$ cat src/rtl/spi_read_master_if.sv
// Bundle of the request, SPI pin and shift_register feed signals of spi_read_master.
// Handshake: start is a level request. It is taken only when the master is idle and not in its
// done cycle, and the command word is captured on that same clock edge. busy then stays high
// until the done pulse. The master does not queue requests.
interface spi_read_master_if #(
  parameter int CMD_BITS = 16
);
  logic                start;
  logic [CMD_BITS-1:0] cmd_word;
  logic                busy;
  logic                done;
  logic                sclk;
  logic                cs_n;
  logic                mosi;
  logic                miso;
  logic                sr_data;
  logic                sr_enable;
  logic                sr_direction;
  logic [1:0]          state_dbg;

  modport master (
    input  start, cmd_word, miso,
    output busy, done, sclk, cs_n, mosi, sr_data, sr_enable, sr_direction, state_dbg
  );

  modport slave (
    output start, cmd_word, miso,
    input  busy, done, sclk, cs_n, mosi, sr_data, sr_enable, sr_direction, state_dbg
  );
endinterface

$ cat src/rtl/spi_read_master.sv
// SPI mode-0 read master. It sends a CMD_BITS command MSB first, then samples DATA_BITS MISO
// bits. Each sampled bit goes to a downstream shift_register as a one-cycle data/enable pair.
module spi_read_master #(
  parameter int CLK_DIV   = 4,
  parameter int CMD_BITS  = 16,
  parameter int DATA_BITS = 8
) (
  input  logic              clk,
  input  logic              rst,
  spi_read_master_if.master bus
);

  localparam int N  = CMD_BITS + DATA_BITS;
  localparam int BW = $clog2(N);
  localparam int PW = $clog2(CLK_DIV);

  localparam logic [PW-1:0] PH_LAST  = PW'(CLK_DIV - 1);
  localparam logic [BW-1:0] BIT_LAST = BW'(N - 1);
  localparam logic [BW-1:0] BIT_CMD  = BW'(CMD_BITS);

  typedef enum logic [1:0] {
    IDLE  = 2'd0,
    LEAD  = 2'd1,
    SHIFT = 2'd2,
    TRAIL = 2'd3
  } state_t;

  state_t              state;
  logic [PW-1:0]       phase;
  logic [BW-1:0]       bit_idx;
  logic [CMD_BITS-1:0] cmd_sr;

  logic busy_q;
  logic done_q;
  logic sclk_q;
  logic cs_n_q;
  logic mosi_q;
  logic sr_data_q;
  logic sr_enable_q;

  // Transfer sequencer. All pin and feed outputs are registered here.
  always_ff @(posedge clk or posedge rst) begin
    if (rst) begin
      state       <= IDLE;
      phase       <= '0;
      bit_idx     <= '0;
      cmd_sr      <= '0;
      busy_q      <= 1'b0;
      done_q      <= 1'b0;
      sclk_q      <= 1'b0;
      cs_n_q      <= 1'b1;
      mosi_q      <= 1'b0;
      sr_data_q   <= 1'b0;
      sr_enable_q <= 1'b0;
    end else begin
      // done and sr_enable are single-cycle pulses.
      done_q      <= 1'b0;
      sr_enable_q <= 1'b0;
      case (state)
        IDLE: begin
          // Ignore a request during the done cycle, so that a held start restarts after one
          // idle cycle.
          if (bus.start && !done_q) begin
            cmd_sr  <= bus.cmd_word;
            mosi_q  <= bus.cmd_word[CMD_BITS-1];
            cs_n_q  <= 1'b0;
            busy_q  <= 1'b1;
            phase   <= '0;
            state   <= LEAD;
          end
        end
        LEAD: begin
          // Give the slave one half-period of select setup before the first rising edge.
          if (phase == PH_LAST) begin
            phase   <= '0;
            bit_idx <= '0;
            sclk_q  <= 1'b1;
            state   <= SHIFT;
          end else begin
            phase <= phase + 1'b1;
          end
        end
        SHIFT: begin
          // Sample MISO in the first high cycle of a data-phase bit and hand it downstream.
          if (sclk_q && (phase == '0) && (bit_idx >= BIT_CMD)) begin
            sr_data_q   <= bus.miso;
            sr_enable_q <= 1'b1;
          end
          if (phase == PH_LAST) begin
            phase <= '0;
            if (sclk_q) begin
              // On a falling edge, present the next command bit. Zeros shifted in drive MOSI
              // low for the data phase.
              sclk_q <= 1'b0;
              cmd_sr <= {cmd_sr[CMD_BITS-2:0], 1'b0};
              mosi_q <= cmd_sr[CMD_BITS-2];
              if (bit_idx == BIT_LAST) begin
                state <= TRAIL;
              end
            end else begin
              sclk_q  <= 1'b1;
              bit_idx <= bit_idx + 1'b1;
            end
          end else begin
            phase <= phase + 1'b1;
          end
        end
        TRAIL: begin
          // Hold select for one half-period after the last falling edge, then release it.
          if (phase == PH_LAST) begin
            phase  <= '0;
            cs_n_q <= 1'b1;
            busy_q <= 1'b0;
            done_q <= 1'b1;
            mosi_q <= 1'b0;
            state  <= IDLE;
          end else begin
            phase <= phase + 1'b1;
          end
        end
        default: state <= IDLE;
      endcase
    end
  end

  assign bus.busy         = busy_q;
  assign bus.done         = done_q;
  assign bus.sclk         = sclk_q;
  assign bus.cs_n         = cs_n_q;
  assign bus.mosi         = mosi_q;
  assign bus.sr_data      = sr_data_q;
  assign bus.sr_enable    = sr_enable_q;
  assign bus.sr_direction = 1'b0;
  assign bus.state_dbg    = state;

endmodule
$ cat src/flat_wrapper.sv
// flat-port wrapper written by rule: the top's interface ports become plain ports
module spi_read_master_flat 
#(
  parameter int CLK_DIV   = 4,
  parameter int CMD_BITS  = 16,
  parameter int DATA_BITS = 8
)
  (clk, rst, bus_start, bus_cmd_word, bus_miso, bus_busy, bus_done, bus_sclk, bus_cs_n, bus_mosi, bus_sr_data, bus_sr_enable, bus_sr_direction, bus_state_dbg);
  spi_read_master_if #(.CMD_BITS(CMD_BITS)) bus_i ();
  input  logic clk;
  input  logic rst;
  input wire logic [$bits(bus_i.start)-1:0] bus_start;
  input wire logic [$bits(bus_i.cmd_word)-1:0] bus_cmd_word;
  input wire logic [$bits(bus_i.miso)-1:0] bus_miso;
  output wire logic [$bits(bus_i.busy)-1:0] bus_busy;
  output wire logic [$bits(bus_i.done)-1:0] bus_done;
  output wire logic [$bits(bus_i.sclk)-1:0] bus_sclk;
  output wire logic [$bits(bus_i.cs_n)-1:0] bus_cs_n;
  output wire logic [$bits(bus_i.mosi)-1:0] bus_mosi;
  output wire logic [$bits(bus_i.sr_data)-1:0] bus_sr_data;
  output wire logic [$bits(bus_i.sr_enable)-1:0] bus_sr_enable;
  output wire logic [$bits(bus_i.sr_direction)-1:0] bus_sr_direction;
  output wire logic [$bits(bus_i.state_dbg)-1:0] bus_state_dbg;
  assign bus_i.start = bus_start;
  assign bus_i.cmd_word = bus_cmd_word;
  assign bus_i.miso = bus_miso;
  assign bus_busy = bus_i.busy;
  assign bus_done = bus_i.done;
  assign bus_sclk = bus_i.sclk;
  assign bus_cs_n = bus_i.cs_n;
  assign bus_mosi = bus_i.mosi;
  assign bus_sr_data = bus_i.sr_data;
  assign bus_sr_enable = bus_i.sr_enable;
  assign bus_sr_direction = bus_i.sr_direction;
  assign bus_state_dbg = bus_i.state_dbg;
  spi_read_master #(.CLK_DIV(CLK_DIV), .CMD_BITS(CMD_BITS), .DATA_BITS(DATA_BITS)) u_core (.clk(clk), .rst(rst), .bus(bus_i));
endmodule
$ cat config.mk
export PLATFORM = sky130hd
export DESIGN_NAME = spi_read_master_flat
export DESIGN_NICKNAME = d
export VERILOG_FILES = /design/src/rtl/spi_read_master_if.sv /design/src/rtl/spi_read_master.sv /design/src/flat_wrapper.sv
export SDC_FILE = /design/constraint.sdc
export NUM_CORES = 1
export LEC_CHECK = 0
export ABC_AREA = 1
export BUFFER_PORTS_ARGS = -buffer_cell sky130_fd_sc_hd__buf_4
export CORE_ASPECT_RATIO = 1.4
export CORE_MARGIN = 3
export CORE_UTILIZATION = 50
export CTS_BUF_LIST = sky130_fd_sc_hd__clkbuf_16
export CTS_CLUSTER_SIZE = 25
export DETAILED_ROUTE_END_ITERATION = 8
export HOLD_SLACK_MARGIN = 0.02
export PLACE_DENSITY_LB_ADDON = 0.15
export SYNTH_ARGS = -nofsm -noshare
export SYNTH_HDL_FRONTEND = slang
export SYNTH_SLANG_ARGS = --single-unit
$ cat constraint.sdc
create_clock -name clk -period 3.25 [get_ports clk]
set_clock_uncertainty 0.1 [all_clocks]
set_input_delay 0 -clock clk [delete_from_list [all_inputs] [get_ports clk]]
set_output_delay 0 -clock clk [all_outputs]
set_load 0.02 [all_outputs]
Word-level counts from Yosys, hierarchy flattened
Cells that the tools add are included.
W data, S select, Z words.
{ "op_classes": {"magnitude_cmp": 1, "addsub": 2, "eq_ne": 12, "reduce_logical": 18, "n_mux": 35} }
{ "op_table": {"columns": ["op", "count"], "rows": [
  ["$mux W15", 3],
  ["$pmux W15 S2", 1],
  ["$mux W2", 8],
  ["$mux W5", 3],
  ["$mux W1", 13],
  ["$ne A2 B1 Y1 const B", 6],
  ["$pmux W5 S2", 1],
  ["$pmux W2 S4", 1],
  ["$reduce_and A4 Y1", 2],
  ["$eq A2 B2 Y1 const B", 3],
  ["$pmux W1 S2", 3],
  ["$reduce_and A3 Y1", 2],
  ["$reduce_and A6 Y1", 1],
  ["$reduce_bool A2 Y1", 3],
  ["$add A5 B1 Y5 const B", 1],
  ["$eq A5 B5 Y1 const B", 1],
  ["$ge A5 B5 Y1 const B", 1],
  ["$reduce_and A5 Y1", 1],
  ["$logic_not A2 Y1", 2],
  ["$pmux W2 S2", 1],
  ["$logic_and A1 B1 Y1", 3],
  ["$pmux W1 S3", 1],
  ["$reduce_bool A3 Y1", 1],
  ["$reduce_or A3 Y1", 1],
  ["5 further kinds", 5]
]} }
{ "word_totals": {"register_bits": 31, "in_bits": 20, "out_inout_bits": 10} }

Logic depth before layout (Yosys ltp)
{ "logic_depth": {"depth_word": 5, "mapped_depth": 10, "ltp_nobuf": 9} }

Worst setup path before layout
Ideal clock, no wire load.
{ "synth_path": {"path_type": "flip-flop to flip-flop", "from": "register u_core.state[0], in the netlist u_core.bus.state_dbg[0]", "to": "register u_core.state[0], in the netlist u_core.bus.state_dbg[0]", "path_slack_ns": 1.500, "setup_ns": 0.118, "arrival_ns": 1.532, "path_stages_with_launch": 11, "n_path_buf": 2, "cell_sequence": "dfrtp_1 > inv_1 > ha_1 > buf_6 > buf_6 > nor2_1 > nor2_1 > nor2_1 > nand3_1 > nand2_1 > nand2_1"} }
{ "synth_between": {"elab_chain_len": 3, "word_cells_on_any_way": 12} }
{ "synth_rtl": {"columns": ["element", "line", "source"], "rows": [
  ["start: declaration", "spi_read_master.sv:28", "state_t state;"],
  ["start signal: assignment", "spi_read_master.sv:44", "state <= IDLE;"],
  ["start signal: assignment", "spi_read_master.sv:69", "state <= LEAD;"],
  ["start signal: assignment", "spi_read_master.sv:78", "state <= SHIFT;"],
  ["$eq A2 B2 Y1 (tied with other cells)", "spi_read_master.sv:59", "case (state)"],
  ["$ne A2 B1 Y1 (no line)", null, null],
  ["$reduce_and A6 Y1 (no line)", null, null]
]} }
Several ways; a longest one is shown, not always the timed one.
A chain may end at the register's enable or synchronous reset.

Final worst setup path
{ "layout_path": {"from": "register u_core.state[0], in the netlist u_core.bus.state_dbg[0]", "to": "register u_core.cmd_sr[8]"} }
{ "layout_between": {"elab_chain_len": 3, "word_cells_on_any_way": 8} }
{ "layout_rtl": {"columns": ["element", "line", "source"], "rows": [
  ["$eq A2 B2 Y1 / $logic_not A2 Y1 (equally long branches)", "spi_read_master.sv:59", null],
  ["$ne A2 B1 Y1 (no line) / $reduce_bool A2 Y1 (equally long branches)", null, null],
  ["$reduce_and A4 Y1 (no line)", null, null],
  ["end signal: assignment", "spi_read_master.sv:64", "cmd_sr <= bus.cmd_word;"],
  ["end signal: assignment", "spi_read_master.sv:95", "cmd_sr <= {cmd_sr[CMD_BITS-2:0], 1'b0};"],
  ["end: declaration", "spi_read_master.sv:31", "logic [CMD_BITS-1:0] cmd_sr;"]
]} }
Several ways; a longest one is shown, not always the timed one.

==> flow_summary.toml <==
[run_status]
outcome = "complete, no violations"

[yosys]
yosysWarnings = 0
synthTopCellsByArea = "dfrtp_1 44%, nand2_1 10%, mux2i_1 8.3%, o21ai_2 8.3%, ha_1 6.6%"
syn_area_per_cell_um2 = 9.21
netlist_instances = 184
syn_nets = 213
synth_top_area_cell = "dfrtp_1"
synth_top_cell_area_share_pct = 44.3
yosys.cell_types.count = 24
yosysSeqAreaShare_pct = 45.8
netlist_area_um2 = 1700
ys_ff_latch = 31

[power_and_ir_drop]
ir_drop_mv = 0.564
power_leakage_nw = 1.12
p_per_area_nw_per_um2 = 900

[layout]
antenna_cells = 0
fin_nets = 262
area_growth_syn_to_layout_pct = 31.2
postLayoutCoreUtil_pct = 69.9
multi_input_area_um2 = 778
layout-drive-gt1-share_pct = 23.9
regArea_um2 = 777
fillers = 264
final_common_cell = "nand2_1"
mostFrequentLayoutCells = "45 x nand2_1, 31 x buf_4, 30 x dfrtp_1"

[placed_design]
globalplace.congestion = 0.875
dp_hpwl_um = 2590
port_buffers = 28

[grt]
grt_pass1_wl_um = 6160
grt_pass1_vias = 1484
use_met3_pct = 5.15
use_met1_pct = 19.8
grt_most_used_layer = "met2"
gr-total-overflow = 0
antenna_found_initial = 0
grt_max_degree = 31
grt_util_all_layers_pct = 19.2
grtUsageMet2_pct = 34.9

[setup_path]
arrival_ns = 2.51
required_ns = 3.29
startpoint_type = "flip-flop"
critPathMaxFanout = 30
critPathKind = "reg -> reg"
end_kind = "flip-flop"

[sta]
rsz0062_at_grt = "no"
hold_viol = 0
post-route-period-util_pct = 76.1
tightest_slew_ns = 1.08
setup_tns_ns = 0
finalSetupViolCount = 0
relSlewSlack_pct = 28.1
final-max-slew-violation-count = 0
fin_crit_ns = 2.47
max_freq_ghz = 0.404

[routing]
avgViaCountPerCell = 4.99
first_pass_iters = 4
first_iter_violations = 44
vias = 1362
drc = 0
drt-total-wl_um = 3490
post_drt_wl_per_cell_um = 12.8
ant_nets = 0

[floorplan]
ios = 30
dieArea_um2 = 4140
start_util_pct = 53.3
die_w_um = 55.2
rows = 24
core_um2 = 3180
die_h_um = 74.9

[job]
maxCapViolCount = 0

[worst_hold_path]
hold_class = "in -> reg"

[cts]
postCtsSetupBuffers = 0
cts-root-buf = "clkbuf_16"
numCtsBuffers = 5
cts_buffer_depth = 2
cts.sinks = 31
cts_tree = "done"
clk_pin_slew_ns = 0.05
cts_max_level = 2
clk_latency_ns = 0.27
-- state kept, by name, summed over array words and instances (netlist names) --
| name | count |
|---|---|
| u_core.bit_idx | 5 |
| u_core.bus.busy | 1 |
| u_core.bus.cs_n | 1 |
| u_core.bus.done | 1 |
| u_core.bus.mosi | 1 |
| u_core.bus.sclk | 1 |
| u_core.bus.sr_data | 1 |
| u_core.bus.sr_enable | 1 |
| u_core.bus.state_dbg | 2 |
| u_core.cmd_sr | 15 |
| u_core.phase | 2 |
-- path summary, 6_finish.rpt --
kind,start,depth (start not counted),end,slack (ns)
max,u_core.bus.state_dbg[0],6,u_core.cmd_sr[8],0.78
min reg2reg,u_core.cmd_sr[6],2,u_core.cmd_sr[6],0.38
min,bus_start,4,u_core.phase[0],0.14
max in group asynchronous,rst,3,u_core.bus.mosi,1.93
max reg2reg,u_core.bus.state_dbg[0],6,u_core.cmd_sr[8],0.78
min in group asynchronous,rst,3,u_core.cmd_sr[9],0.47
-- per-stage QoR --
step | total power, mW | hold slack, ns | setup WS (ns) | cells | area [um2]
after global placement | 1.52 | 0.110 | 0.918 | 247 | 1910
after floorplan | 1.41 | 0.00277 | 1.50 | 184 | 1700
after detailed placement | 1.57 | 0.115 | 0.769 | 247 | 1910
after CTS | 2.03 | 0.136 | 0.762 | 273 | 2220
after global routing | 2.18 | 0.155 | 0.563 | 273 | 2220
final | 2.00 | 0.135 | 0.776 | 273 | 2220
-- synth_stat cells, drive strengths merged --
cell type,count
o31ai,1
a22oi,1
nand2,45
conb,1
nor2,12
o21bai,1
mux2i,14
or2,2
buf,7
nand3,11
nand4,2
inv,19
ha,9
dfrtp,30
o21ai,27
a21oi,1
dfstp,1
-- report_power, final --
part / total [mW] / internal [mW] / switching [mW]
clock network: 0.423 / 0.274 / 0.149
logic: 0.939 / 0.369 / 0.571
registers: 0.638 / 0.542 / 0.0969
-- cell type report --
cell class / instances / area share, %
Clock inverter: 3 / 0.506
Tap cell: 39 / 2.19
Timing Repair Buffer: 49 / 18.6
Inverter: 19 / 3.21
Clock buffer: 5 / 5.62
Sequential cell: 31 / 34.9
Multi-Input combinational cell: 127 / 35.0
-- layer usage --
metal	vias to the layer above	wire length (um)
li1	695	-
met1	612	1310
met2	44	1910
met3	11	181
met4	0	91
met5	-	0
-- cells by family after synthesis --
family | count (synthesis) | synth area share, %
compound gates | 31 | 13.1
fa+ha+maj | 9 | 6.64
buf+inv | 26 | 8.26
flops | 31 | 45.8
mux | 14 | 8.27
other cells | 1 | 0.221
simple gates | 72 | 17.6
-- critical path, stage by stage, from the launching register on --
cell,delay (ns)
dfrtp_1,0.44
inv_1,0.13
ha_1,0.55
or2_1,0.20
nand3_2,0.53
nand2_1,0.29
o21ai_2,0.08
-- timing repair --
item	4_1_cts	5_1_grt
resized for setup	0	0
endpoints found under the hold margin	43	0
hold buffers	18	0
No activity file was read; power rests on OpenSTA's default activity.
